==> src/rtl/bus_tx_fifo.sv <==
// Agent-to-bus transmit FIFO: filters self-addressed packets, presents the head packet
// to the bus arbiter, and keeps sticky overflow, underflow and self-drop diagnostics.
module bus_tx_fifo #(
  parameter int unsigned pckg_sz    = 16,
  parameter int unsigned fifo_depth = 16,
  parameter logic [7:0]  id         = 8'h00,
  parameter logic [7:0]  broadcast  = {8{1'b1}}
) (
  input  logic                          clk,
  input  logic                          reset,
  input  logic                          push_in,
  input  logic [pckg_sz-1:0]            D_in,
  input  logic                          pop,
  output logic [pckg_sz-1:0]            D_pop,
  output logic                          pndng,
  output logic                          full,
  output logic [$clog2(fifo_depth):0]   count,
  output logic                          overflow,
  output logic                          underflow,
  output logic [7:0]                    ovf_cnt,
  output logic                          self_drop
);

  localparam int unsigned AW = $clog2(fifo_depth);
  localparam int unsigned CW = AW + 1;

  logic [pckg_sz-1:0] mem [fifo_depth];
  logic [AW-1:0]      rd_ptr;
  logic [AW-1:0]      wr_ptr;

  logic [7:0] dest;
  logic       is_self;
  logic       push_elig;
  logic       pop_ok;
  logic       push_ok;
  logic       push_drop;

  always_comb begin
    dest      = D_in[pckg_sz-1 -: 8];
    is_self   = (dest == id) && (dest != broadcast);
    push_elig = push_in && !is_self;
    pop_ok    = pop && (count != '0);
    // A simultaneous pop frees the slot, so a push into a full queue is still accepted.
    push_ok   = push_elig && (!full || pop_ok);
    push_drop = push_elig && full && !pop_ok;
  end

  assign pndng = (count != '0);
  assign full  = (count == CW'(fifo_depth));
  assign D_pop = pndng ? mem[rd_ptr] : '0;

  always_ff @(posedge clk) begin
    if (push_ok && !reset) begin
      mem[wr_ptr] <= D_in;
    end
  end

  always_ff @(posedge clk) begin
    if (reset) begin
      rd_ptr    <= '0;
      wr_ptr    <= '0;
      count     <= '0;
      overflow  <= 1'b0;
      underflow <= 1'b0;
      self_drop <= 1'b0;
      ovf_cnt   <= '0;
    end else begin
      if (push_ok) begin
        wr_ptr <= wr_ptr + AW'(1);
      end
      if (pop_ok) begin
        rd_ptr <= rd_ptr + AW'(1);
      end
      if (push_ok && !pop_ok) begin
        count <= count + CW'(1);
      end else if (pop_ok && !push_ok) begin
        count <= count - CW'(1);
      end
      if (pop && !pop_ok) begin
        underflow <= 1'b1;
      end
      if (push_in && is_self) begin
        self_drop <= 1'b1;
      end
      if (push_drop) begin
        overflow <= 1'b1;
        if (ovf_cnt != '1) begin
          ovf_cnt <= ovf_cnt + 8'd1;
        end
      end
    end
  end

endmodule

==> config.mk <==
export PLATFORM = sky130hd
export DESIGN_NAME = bus_tx_fifo
export DESIGN_NICKNAME = d
export VERILOG_FILES = /design/src/rtl/bus_tx_fifo.sv
export SDC_FILE = /design/constraint.sdc
export NUM_CORES = 1
export LEC_CHECK = 0
export CORE_UTILIZATION = 64
export DETAILED_ROUTE_END_ITERATION = 10
export PLACE_DENSITY = 0.83
export RECOVER_POWER = 50
export SLEW_MARGIN = 20
export SYNTH_ARGS = -nofsm -noshare
export SYNTH_HDL_FRONTEND = slang
export SYNTH_SLANG_ARGS = --single-unit
export TNS_END_PERCENT = 30
==> constraint.sdc <==
create_clock -name clk -period 7.3 [get_ports clk]
set_input_delay 1.095 -clock clk [delete_from_list [all_inputs] [get_ports clk]]
set_output_delay 1.095 -clock clk [all_outputs]
set_load 0.01 [all_outputs]
==> metrics.txt <==
share of the synthesized area in the top cell type=67.87%; Sw Ratio=25.66%; Sequential Area=8254 um2; ant diodes=0; ys flop type=edfxtp_1; status=completed; Post-Layout Cell Count=907; Post-Syn Instances=588; Logic pwr share=21.9%; Slew Limit Fails=0; Fill cells=931; Post-Syn Nets=619; top-count cell post-synth=edfxtp_1; Slew HR=6.333%; final core utilization=75.31%; Clk pwr share=33.5%; placed insts=858; leakage power=4.133 nW; FF+latch count, synth=284; routability cong.=0.8343; RSZ-0062 raised after global routing=no; Layout area overhead=15.00%; sequential cell area fraction in the yosys report=72.82%; clock edge transition at the registers on the reported setup and hold paths=0.06 ns; share of cells above drive strength 1=22.73%; drt wl/cell=27.82 um; hold buffers post-CTS=0; vias in the first global route=6309; Worst Path Required=7.70 ns; footprint of the multi-input gates=2899 um2; Synth cell types=50; H-tree Lvls=1; IO Port Bufs=53; GRT Util Overall=29.66%; sw power=1.070 mW; Pwr Total=4.168 mW; pin count of the biggest net entering global routing=49; initial core utilization=65.49%; Core Region=17300 um2; num rows=48; WHS=0.4838 ns; CTS Sinks=284; worst-path fanout max=20; cell taking the most area after synthesis=edfxtp_1; Power Density=320.0 nW/um2; Placed Area=12140 um2; Setup Viol. Count Final=0; worst setup margin=2.606 ns; die area=18230 um2; EDFF count, synth=256; clk root buf=clkbuf_16; Yosys warnings=0; Pre-antenna DRT Iters=5; Die Width=135.0 um; DP HPWL=14.17 mm; pre-CTS setup slack=2.219 ns; Mean Syn Cell Area=19.26 um2; setup bufs post-CTS=0; Worst-Margin Slew=1.405 ns; synth top area cells=edfxtp_1 (68%), mux4_2 (13%), dfxtp_1 (4.9%); Max clock buf depth=3; Final Cycle Share=64.31%; Max Fclk=213.0 MHz; post-cts resize count=0; Final ANT Viol Nets=0; CTS tree=built; crit path launch type=input pin; worst skew pair latency=0.52 ns; Via Count=6057; Synth Cell Area=11330 um2; I/O pin total=54; nets@finish=693; drt via density=6.678; final WL=25.23 mm; critical path class=in2reg; setup TNS=0 ns; Min-Delay Path Class=reg2reg; Die H=135.0 um; Period minus WS final=4.694 ns; final hold violation count=0; Design Area, Final=13030 um2; Worst IR Drop VDD=0.2998 mV; crit path DAT=5.10 ns; drt drc=0; clk_skew=0.01531 ns; Max Cap Viol=0; grt total ovfl=0; antenna violations before repair=0; Initial DRC Count=577; ys async rst share=0%; total internal power=3.099 mW; global-route wire length before repair=38.39 mm; Sequential Power Share=44.6%; Synth top cells by count=edfxtp_1 (256), mux4_2 (64), nor2_1 (33); CTS Buf Count=27; Crit. End Element=flop
-- power by group through the flow --
stage               registers [mW]  logic (mW)  clock network, mW
floorplan                     1.88       0.607                  0
global placement              1.89       0.879                  0
detailed placement            1.89       0.906                  0
CTS                           1.86       0.924               1.41
global route                  1.87       0.977               1.47
finish                        1.86       0.911               1.40
-- critical path, cell delays in order --
cell and delay (ns):
dlygate4sd3_1 0.77, or4_1 0.69, o21ai_2 0.78, nor2_1 0.13, ha_1 0.24, inv_1 0.16
ha_1 0.30, a21oi_1 0.24, a211oi_1 0.13, a31oi_1 0.18, mux2_2 0.35
-- final cells by class --
class	count	share of cell area, %
Inverter	6	0.1729
Sequential cell	284	63.37
Tap cell	225	2.161
Multi-Input combinational cell	270	22.26
Clock buffer	36	5.830
Timing Repair Buffer	73	5.168
Clock inverter	13	1.047
-- flip-flops by register name (all words and copies together), names as in the netlist, named ones only --
| name | cells |
|---|---|
| wr_ptr | 4 |
| mem | 256 |
| overflow | 1 |
| underflow | 1 |
| self_drop | 1 |
| count | 5 |
| ovf_cnt | 8 |
| rd_ptr | 4 |
-- layout by cell type (no fill, tap or decap), types with 18 or more instances in the layout --
master | Yosys | final
clkbuf_16 | 0 | 27
dlygate4sd3_1 | 0 | 33
nor2_1 | 33 | 33
clkdlybuf4s50_1 | 0 | 20
a21oi_1 | 29 | 29
mux2i_1 | 18 | 18
mux4_2 | 64 | 64
dfxtp_1 | 28 | 25
edfxtp_1 | 256 | 256
buf_4 | 3 | 18
o21ai_1 | 18 | 18
-- kinds of logic after synthesis --
kind of cell / count (synthesis) / synth area share (%)
buffers and inverters: 34 / 1.723
multiplexers: 102 / 16.34
XOR/XNOR: 4 / 0.3093
adder cells (fa/ha/maj): 11 / 1.281
flip-flops: 284 / 72.82
AND/OR/NAND/NOR: 86 / 4.054
AO/OA/AOI/OAI: 67 / 3.480
-- metal layers --
metal  global-route usage (%)  wire (um)
met1                    39.35       9272
met2                    49.97      12810
met3                    4.242       2198
met4                    12.30        946
met5                        0          0
-- path summary, 6_finish.rpt --
check,start,endpoint,slack (ns),cells after the start
min reg2reg,self_drop,self_drop,0.48,2
max reg2reg,count[0],count[4],4.33,9
max,D_in[12],count[4],2.61,11
min,self_drop,self_drop,0.48,2
Note: power is estimated with default switching activity, not from simulation.
